**src/rtl/hive_thrd_sched_if.sv**
```systemverilog
// Bus between the barrel-processor thread scheduler and its environment:
// stage-0 thread id, interrupt lines, register port and the PC-ring strobes.
interface hive_thrd_sched_if #(
    parameter int unsigned THRDS = 8,
    parameter int unsigned ID_W  = 3
);
    logic [ID_W-1:0]  id_i;
    logic [THRDS-1:0] irq_req_i;
    logic             irt_i;
    logic             reg_wr_i;
    logic [1:0]       reg_sel_i;
    logic [THRDS-1:0] reg_wdata_i;
    logic [THRDS-1:0] reg_rdata_o;
    logic             clt_o;
    logic             irq_o;

    modport master (
        output id_i, irq_req_i, irt_i, reg_wr_i, reg_sel_i, reg_wdata_i,
        input  reg_rdata_o, clt_o, irq_o
    );

    modport slave (
        input  id_i, irq_req_i, irt_i, reg_wr_i, reg_sel_i, reg_wdata_i,
        output reg_rdata_o, clt_o, irq_o
    );
endinterface

```
**src/rtl/hive_thrd_sched.sv**
```systemverilog
// Per-thread clear/interrupt scheduler: tracks en/clr/pend/ist per thread and
// issues clt/irq strobes one cycle ahead so they line up with the thread at stage 0.
module hive_thrd_sched #(
    parameter int unsigned THRDS  = 8,
    parameter int unsigned ID_W   = 3,
    parameter int unsigned SYNC_W = 2
) (
    input  logic             clk_i,
    input  logic             rst_i,
    hive_thrd_sched_if.slave bus
);
    localparam logic [1:0] SEL_EN   = 2'd0;
    localparam logic [1:0] SEL_CLR  = 2'd1;
    localparam logic [1:0] SEL_PEND = 2'd2;
    localparam logic [1:0] SEL_IST  = 2'd3;

    logic [SYNC_W-1:0][THRDS-1:0] sync_q;
    logic [THRDS-1:0] hist_q;
    logic [THRDS-1:0] edge_c;

    logic [THRDS-1:0] en_q, en_d;
    logic [THRDS-1:0] clr_q, clr_d;
    logic [THRDS-1:0] pend_q, pend_d;
    logic [THRDS-1:0] ist_q, ist_d;
    logic             clt_q, clt_d;
    logic             irq_q, irq_d;

    logic [ID_W-1:0]  nxt_id;
    logic [THRDS-1:0] nxt_oh, cur_oh;
    logic             wr_en, wr_clr, wr_pend, wr_ist;
    logic [THRDS-1:0] issue_clr_m, issue_set_m, irt_clr_m;

    // Synchronizer chain (index 0 nearest the pin) plus history flop for edge detect
    always_ff @(posedge clk_i or posedge rst_i) begin
        if (rst_i) begin
            sync_q <= '0;
            hist_q <= '0;
        end else begin
            sync_q <= {sync_q[SYNC_W-2:0], bus.irq_req_i};
            hist_q <= sync_q[SYNC_W-1];
        end
    end

    assign edge_c = sync_q[SYNC_W-1] & ~hist_q;

    // Issue decision for the thread arriving at stage 0 next cycle
    always_comb begin
        nxt_id  = bus.id_i + ID_W'(1);
        nxt_oh  = THRDS'(1) << nxt_id;
        cur_oh  = THRDS'(1) << bus.id_i;
        clt_d   = clr_q[nxt_id];
        irq_d   = ~clr_q[nxt_id] & en_q[nxt_id] & pend_q[nxt_id] & ~ist_q[nxt_id];
        wr_en   = bus.reg_wr_i && (bus.reg_sel_i == SEL_EN);
        wr_clr  = bus.reg_wr_i && (bus.reg_sel_i == SEL_CLR);
        wr_pend = bus.reg_wr_i && (bus.reg_sel_i == SEL_PEND);
        wr_ist  = bus.reg_wr_i && (bus.reg_sel_i == SEL_IST);
        issue_clr_m = (clt_d || irq_d) ? nxt_oh : '0;
        issue_set_m = irq_d ? nxt_oh : '0;
        irt_clr_m   = bus.irt_i ? cur_oh : '0;
    end

    // Next state: all clears first, then sets, so a coincident set wins
    always_comb begin
        en_d   = en_q;
        clr_d  = clr_q;
        pend_d = pend_q;
        ist_d  = ist_q;
        if (wr_en) begin
            en_d = bus.reg_wdata_i;
        end
        clr_d  = (clr_q & ~(clt_d ? nxt_oh : '0))
               | (wr_clr ? bus.reg_wdata_i : '0);
        pend_d = (pend_q & ~issue_clr_m)
               | edge_c
               | (wr_pend ? bus.reg_wdata_i : '0);
        ist_d  = (ist_q & ~(clt_d ? nxt_oh : '0) & ~irt_clr_m
                        & ~(wr_ist ? bus.reg_wdata_i : '0))
               | issue_set_m;
    end

    always_ff @(posedge clk_i or posedge rst_i) begin
        if (rst_i) begin
            en_q   <= '0;
            clr_q  <= '0;
            pend_q <= '0;
            ist_q  <= '0;
            clt_q  <= 1'b0;
            irq_q  <= 1'b0;
        end else begin
            en_q   <= en_d;
            clr_q  <= clr_d;
            pend_q <= pend_d;
            ist_q  <= ist_d;
            clt_q  <= clt_d;
            irq_q  <= irq_d;
        end
    end

    // Read mux shows register state ahead of any write landing this cycle
    always_comb begin
        bus.reg_rdata_o = '0;
        case (bus.reg_sel_i)
            SEL_EN:   bus.reg_rdata_o = en_q;
            SEL_CLR:  bus.reg_rdata_o = clr_q;
            SEL_PEND: bus.reg_rdata_o = pend_q;
            SEL_IST:  bus.reg_rdata_o = ist_q;
            default:  bus.reg_rdata_o = '0;
        endcase
    end

    assign bus.clt_o = clt_q;
    assign bus.irq_o = irq_q;
endmodule

```
**src/flat_wrapper.sv**
```systemverilog
// flat-port wrapper written by rule: the top's interface ports become plain ports
module hive_thrd_sched_flat 
#(
    parameter int unsigned THRDS  = 8,
    parameter int unsigned ID_W   = 3,
    parameter int unsigned SYNC_W = 2
)
  (clk_i, rst_i, bus_id_i, bus_irq_req_i, bus_irt_i, bus_reg_wr_i, bus_reg_sel_i, bus_reg_wdata_i, bus_reg_rdata_o, bus_clt_o, bus_irq_o);
  hive_thrd_sched_if #(.THRDS(THRDS), .ID_W(ID_W)) bus_i ();
  input  logic clk_i;
  input  logic rst_i;
  input wire logic [$bits(bus_i.id_i)-1:0] bus_id_i;
  input wire logic [$bits(bus_i.irq_req_i)-1:0] bus_irq_req_i;
  input wire logic [$bits(bus_i.irt_i)-1:0] bus_irt_i;
  input wire logic [$bits(bus_i.reg_wr_i)-1:0] bus_reg_wr_i;
  input wire logic [$bits(bus_i.reg_sel_i)-1:0] bus_reg_sel_i;
  input wire logic [$bits(bus_i.reg_wdata_i)-1:0] bus_reg_wdata_i;
  output wire logic [$bits(bus_i.reg_rdata_o)-1:0] bus_reg_rdata_o;
  output wire logic [$bits(bus_i.clt_o)-1:0] bus_clt_o;
  output wire logic [$bits(bus_i.irq_o)-1:0] bus_irq_o;
  assign bus_i.id_i = bus_id_i;
  assign bus_i.irq_req_i = bus_irq_req_i;
  assign bus_i.irt_i = bus_irt_i;
  assign bus_i.reg_wr_i = bus_reg_wr_i;
  assign bus_i.reg_sel_i = bus_reg_sel_i;
  assign bus_i.reg_wdata_i = bus_reg_wdata_i;
  assign bus_reg_rdata_o = bus_i.reg_rdata_o;
  assign bus_clt_o = bus_i.clt_o;
  assign bus_irq_o = bus_i.irq_o;
  hive_thrd_sched #(.THRDS(THRDS), .ID_W(ID_W), .SYNC_W(SYNC_W)) u_core (.clk_i(clk_i), .rst_i(rst_i), .bus(bus_i));
endmodule
```
**config.mk**
```make
export PLATFORM = sky130hd
export DESIGN_NAME = hive_thrd_sched_flat
export DESIGN_NICKNAME = d
export VERILOG_FILES = /design/src/rtl/hive_thrd_sched_if.sv /design/src/rtl/hive_thrd_sched.sv /design/src/flat_wrapper.sv
export SDC_FILE = /design/constraint.sdc
export NUM_CORES = 1
export LEC_CHECK = 0
export CAP_MARGIN = 25
export CORE_MARGIN = 2
export CORE_UTILIZATION = 24
export CTS_CLUSTER_DIAMETER = 30
export CTS_CLUSTER_SIZE = 14
export DETAILED_ROUTE_END_ITERATION = 10
export GPL_TIMING_DRIVEN = 0
export PLACE_DENSITY_LB_ADDON = 0.3
export RECOVER_POWER = 50
export SLEW_MARGIN = 20
export SYNTH_ARGS = -nofsm -noshare
export SYNTH_HDL_FRONTEND = slang
export SYNTH_SLANG_ARGS = --single-unit
```
**constraint.sdc**
```tcl
create_clock -name clk_i -period 1.59 [get_ports clk_i]
set_input_delay 0.2385 -clock clk_i [delete_from_list [all_inputs] [get_ports clk_i]]
set_output_delay 0.2385 -clock clk_i [all_outputs]
set_load 0.1 [all_outputs]
```
# [After elaboration in Yosys (flattened, before gate mapping)]
# Cells that the tools add are included.
[word_totals] regBits=58 in_bits=25 output_inout_bits=10
[classes] n_bitwise=20 n_reduce_logical=6 n_shift=2 magnitude_cmp=1 mux=16 addsub=1 eq_ne=3
[ops] cell="$mux 8" n=7
[ops] cell="$and 8x8->8" n=6
[ops] cell="$not 8->8" n=5
[ops] cell="$or 8x8->8" n=4
[ops] cell="$pmux 8 s4" n=1
[ops] cell="$shl 1x3->8 const A" n=2
[ops] cell="$bmux 1 s3" n=4
[ops] cell="$eq 2x2->1 const B" n=2
[ops] cell="$logic_and 1x1->1" n=4
[ops] cell="$lt 3x4->1 const B" n=1
[ops] cell="$mux 1" n=4
[ops] cell="$add 3x1->3 const B" n=1
[ops] cell="$and 1x1->1" n=3
[ops] cell="$eq 2x1->1 const B" n=1
[ops] cell="$logic_not 2->1" n=1
[ops] cell="$not 1->1" n=2
[ops] cell="$logic_or 1x1->1" n=1

# [Depth between registers and ports, before layout]
[logic_depth] word_depth=13 mapped_depth=7 ltp_nobuf=6

# [Worst setup path before layout]
# Ideal clock, no wire load.
[synth_timing] path_type="input-to-reg" start="input port bus_id_i[0]" end="register u_core.ist_q[0]" arrival_time_ns=1.881 required_time_ns=1.507 path_slack_ns=-0.374 path_stages=7 path_cell_list="buf_6 -> inv_1 -> ha_1 -> or4bb_1 -> a31o_2 -> or2_1 -> o21ai_0"
[synth_via] elab_chain_cells=9 elab_cells_between_ends=25 classes_between="add/sub (1); shift (2); mux (11); bitwise (11)"
[synth_lines] item="from (decl)" line="flat_wrapper.sv:12" text="input wire logic [$bits(bus_i.id_i)-1:0] bus_id_i;"
[synth_lines] item="$add 3x1->3" line="hive_thrd_sched.sv:48" text="nxt_id = bus.id_i + ID_W'(1);"
[synth_lines] item="$bmux 1 s3" line="hive_thrd_sched.sv:51, hive_thrd_sched.sv:52"
[synth_lines] item="$mux 1 (implied by the code)" line="hive_thrd_sched.sv:51, hive_thrd_sched.sv:52"
[synth_lines] item="$mux 8 / $not 1->1 (equally long branches)" line="hive_thrd_sched.sv:76, hive_thrd_sched.sv:52"
[synth_lines] item="$not 8->8 / $and 1x1->1 (equally long branches)" line="hive_thrd_sched.sv:76, hive_thrd_sched.sv:52"
[synth_lines] item="$and 8x8->8 / $and 1x1->1 (equally long branches) (2 in a row)" line="hive_thrd_sched.sv:76, hive_thrd_sched.sv:52"
[synth_lines] item="$and 8x8->8 / $mux 8 (equally long branches)" line="hive_thrd_sched.sv:77, hive_thrd_sched.sv:58"
[synth_lines] item="$or 8x8->8 *" line="hive_thrd_sched.sv:78" text="| issue_set_m;"
[synth_lines] item="named net u_core.ist_d[0]" line="hive_thrd_sched.sv:24" text="logic [THRDS-1:0] ist_q, ist_d;"
[synth_lines] item="to (signal assigned)" line="hive_thrd_sched.sv:93" text="ist_q <= ist_d;"
[synth_lines] item="to (decl)" line="hive_thrd_sched.sv:24"
# The timed path passes the listed nets; every way through them passes the cells marked *. The select of a mux whose other input is x is not followed.
# A chain may end at the register's enable or synchronous reset.

# [Worst setup path in the final report]
[layout_timing] start="register u_core.ist_q[7]" end="register u_core.ist_q[7]"
[layout_via] elab_chain_cells=6 elab_cells_between_ends=9 classes_between="mux (3); bitwise (6)"
[layout_lines] item="$bmux 1 s3" line="hive_thrd_sched.sv:52" text="irq_d = ~clr_q[nxt_id] & en_q[nxt_id] & pend_q[nxt_id] & ~ist_q[nxt_id];"
[layout_lines] item="$mux 1 (implied by the code)" line="hive_thrd_sched.sv:52"
[layout_lines] item="$not 1->1" line="hive_thrd_sched.sv:52"
[layout_lines] item="$and 1x1->1" line="hive_thrd_sched.sv:52"
[layout_lines] item="$mux 8" line="hive_thrd_sched.sv:58" text="issue_set_m = irq_d ? nxt_oh : '0;"
[layout_lines] item="$or 8x8->8 *" line="hive_thrd_sched.sv:78"
[layout_lines] item="named net u_core.ist_d[7]" line="hive_thrd_sched.sv:24"
# Marks and branches as above.

==> key figures <==
Drt
  • Initial DRT Pass Iterations: 7
  • Vias post-DR: 2054
  • ANT nets after route: 0
  • DRC errors left: 0
  • DRT iter0 DRCs: 184
  • DR WL/cell: 18.24 um
  • Vias per cell: 4.879
  • Total wire length: 7.680 mm

Pwr
  • Max rail drop VDD: 0.0009885 V
  • P_leak: 0.001613 uW
  • Pwr Density: 1549 nW/um2

Setup path
  • CP top delay family: simple AND/OR/NAND/NOR gates
  • RR Startpoint: u_core.ist_q[7]
  • WP data required: 1.85 ns
  • Type of origin of the critical path: flip-flop
  • Crit-path slowest cell: or4bb_1
  • WP buf/inv: 0
  • Worst r2r dst: u_core.ist_q[7]
  • Critical path class: reg2reg
  • Reg2Reg Setup Slack: -0.22 ns
  • Max incr delay on CP: 0.52 ns
  • Crit path cell chain: or4bb_1, a31o_1, or3_4, o21ai_1
  • Worst EP arrival: 2.07 ns
  • Worst r2r path cells: 4
  • CP endpoint kind: flip-flop
  • Maximum fanout along the worst path: 4
  • Critical Path Stages: 4

Clock tree
  • Skew-Pair Late Insertion Delay: 0.34 ns
  • Num Clock Sinks: 58
  • Cts hold-fix bufs: 0
  • Clock-pin transition on the worst setup and hold timing paths: 0.06 ns
  • CTS tree: yes
  • Root Buffer: clkbuf_8
  • Max Root-Sink Buffers: 2
  • # H-tree levels: 3
  • Inserted Clock Buffers: 9

Global route
  • Initial antenna violation count: 0
  • Largest net degree at the start of global routing: 31
  • Gr ovfl total: 0
  • Vias in the first global route: 2071
  • Global Route Usage Sum: 13.85%
  • Global-route wire length before repair: 11.65 mm

Timing
  • Final hold violations: 0
  • Period utilization: 113.6%
  • Fin. max-slew vios: 0
  • Hold WS: 0.3457 ns
  • Final WS setup: -0.2159 ns
  • Max Fclk: 553.7 MHz
  • Slew headroom: 41.12%
  • Final min period: 1.806 ns
  • Finish-stage setup viols: 25
  • Worst slew pin tran: 0.8799 ns
  • RSZ-0062 raised after global routing: yes
  • Fin Clk Skew: 0.009248 ns

Floorplan
  • CORE AREA: 10420 um2
  • Die W: 107.9 um
  • Initial Util: 24.88%
  • Die height: 107.9 um
  • Total die area: 11640 um2
  • I/O pin count: 35
  • # rows: 37

Cells and area
  • Area Overhead vs Synth: 46.74%
  • Nets: 312
  • Diodes inserted: 0
  • Post-route cell area: 3802 um2
  • Post-route non-filler standard cell count: 421
  • Layout cells sized above 1: 36.14%

Place
  • Final HPWL DP: 4.666 mm
  • Placed cell areas: 3163 um2
  • Number of I/O port buffers: 34
  • Global placer's final weighted congestion: 0.8247
  • Dpl cells: 376

Logic synthesis
  • Cell Area, Synth: 2591 um2
  • Area leader, netlist: dfrtp_1
  • Commonest cells post-synth: dfrtp_1, nand2_1, inv_1
  • Post-synthesis cell type count: 33
  • Syn Inst Count: 205
  • Synth top area cells: dfrtp_1, mux4_2, nand2_1
  • Seq/Total Area, Yosys: 56.01%
  • #FFs+latches synth: 58
  • Syn_nets: 237
  • Yosys warns: 0
  • Share of the synthesized area in the top cell type: 56.01%
  • Ys flop type: dfrtp_1
  • Post-synthesis area per instance: 12.64 um2
  • Number of flops mapped to enable cells by yosys: 0
  • Fraction of registers with async set/reset: 100.0%
  • Most common cell in the netlist: dfrtp_1

Outcome
  • Status: finished with violations
  • Failing checks: setup timing

Worst hold path
  • Hold path cells: 0
  • Hold crit path type: reg2reg
  • Worst Hold Launch: u_core.sync_q[6]
  • Worst Hold Path EP: u_core.sync_q[14]

Run
  • Max Cap Viol: 0
==> through the flow <==
stage | total power, uW | utilization [%] | worst slack, ns | TNS [ns]
after floorplan | 3180 | - | -0.2161 | -3.264
after global placement | 3633 | 30.17 | -1.320 | -47.71
after detailed placement | 3649 | 30.37 | -1.324 | -42.75
after CTS | 5761 | 35.83 | -0.2412 | -3.872
after global routing | 6131 | 36.50 | -0.2642 | -4.817
final | 5890 | 36.50 | -0.2159 | -3.773
==> state kept, by name (all words and copies together) (netlist names) <==
signal and flops:
u_core.bus.clt_o 1, u_core.en_q 8, u_core.ist_q 8, u_core.bus.irq_o 1, u_core.hist_q 8, u_core.pend_q 8, u_core.clr_q 8, u_core.sync_q 16
==> worst max path at each step <==
stage                                start            endpoint  slack, ns
after floorplan                bus_id_i[0]    u_core.pend_q[0]      -0.22
after global routing       u_core.ist_q[7]    u_core.pend_q[7]      -0.26
final                      u_core.ist_q[7]     u_core.ist_q[7]      -0.22
after global placement    bus_reg_sel_i[1]  bus_reg_rdata_o[6]      -1.32
after CTS                  u_core.ist_q[7]    u_core.pend_q[7]      -0.24
after detailed placement       bus_id_i[0]    u_core.pend_q[3]      -1.32
==> report_power, final <==
part	internal, uW	total (uW)	switching (uW)	leakage [uW]
logic	1020	2340	1310	0.000824
clock network	1040	1650	609	0.000114
registers	1720	1900	179	0.000676
==> cell usage in the layout (no fill, tap or decap), drive strengths merged, types with 2 or more instances in the layout <==
cell type and n:
clkinvlp 2, dfrtp 58, a22o 8, nand3 11, ha 7, clkdlybuf4s50 10
dlygate4sd3 9, clkbuf 15, mux4 10, nand4 8, mux2 8, nand2 30
a222oi 8, o21ai 16, nand4b 2, a31o 2, inv 12, or4bb 2
buf 42, nor4bb 2, bufinv 3, dlygate4sd2 3, and4b 2, clkdlybuf4s15 2
clkinv 2
==> metal layers <==
layer,share of wire [%],up-vias,global-route usage (%)
met2,46,104,20.62
met4,2.0,0,5.495
met5,0,-,0
met3,7.0,16,4.540
met1,45,1014,18.62
li1,-,920,-
==> final cells by class <==
type	instances	area, um2
Sequential cell	58	1451
Buffer	6	62.56
Multi-Input combinational cell	127	1145
Fill cell	1051	6614
Timing Repair Buffer	64	676.9
Tap cell	136	170.2
Clock inverter	5	102.6
Clock buffer	11	131.4
Inverter	14	62.56
==> cells by family after synthesis <==
family | after synthesis | share of synthesized area (%)
AOI/OAI and AO/OA | 36 | 10.91
buffers and inverters | 20 | 3.187
adders and majority gates | 7 | 3.380
muxes | 19 | 12.70
and+or+nand+nor | 65 | 13.81
DFF | 58 | 56.01
==> what timing repair did <==
action	in CTS	in global routing
pin swaps	17	5
gates cloned	1	0
endpoints found under the setup margin	44	26
gates resized for setup	115	13
setup buffers	25	3
(Power assumes the default switching activity.)
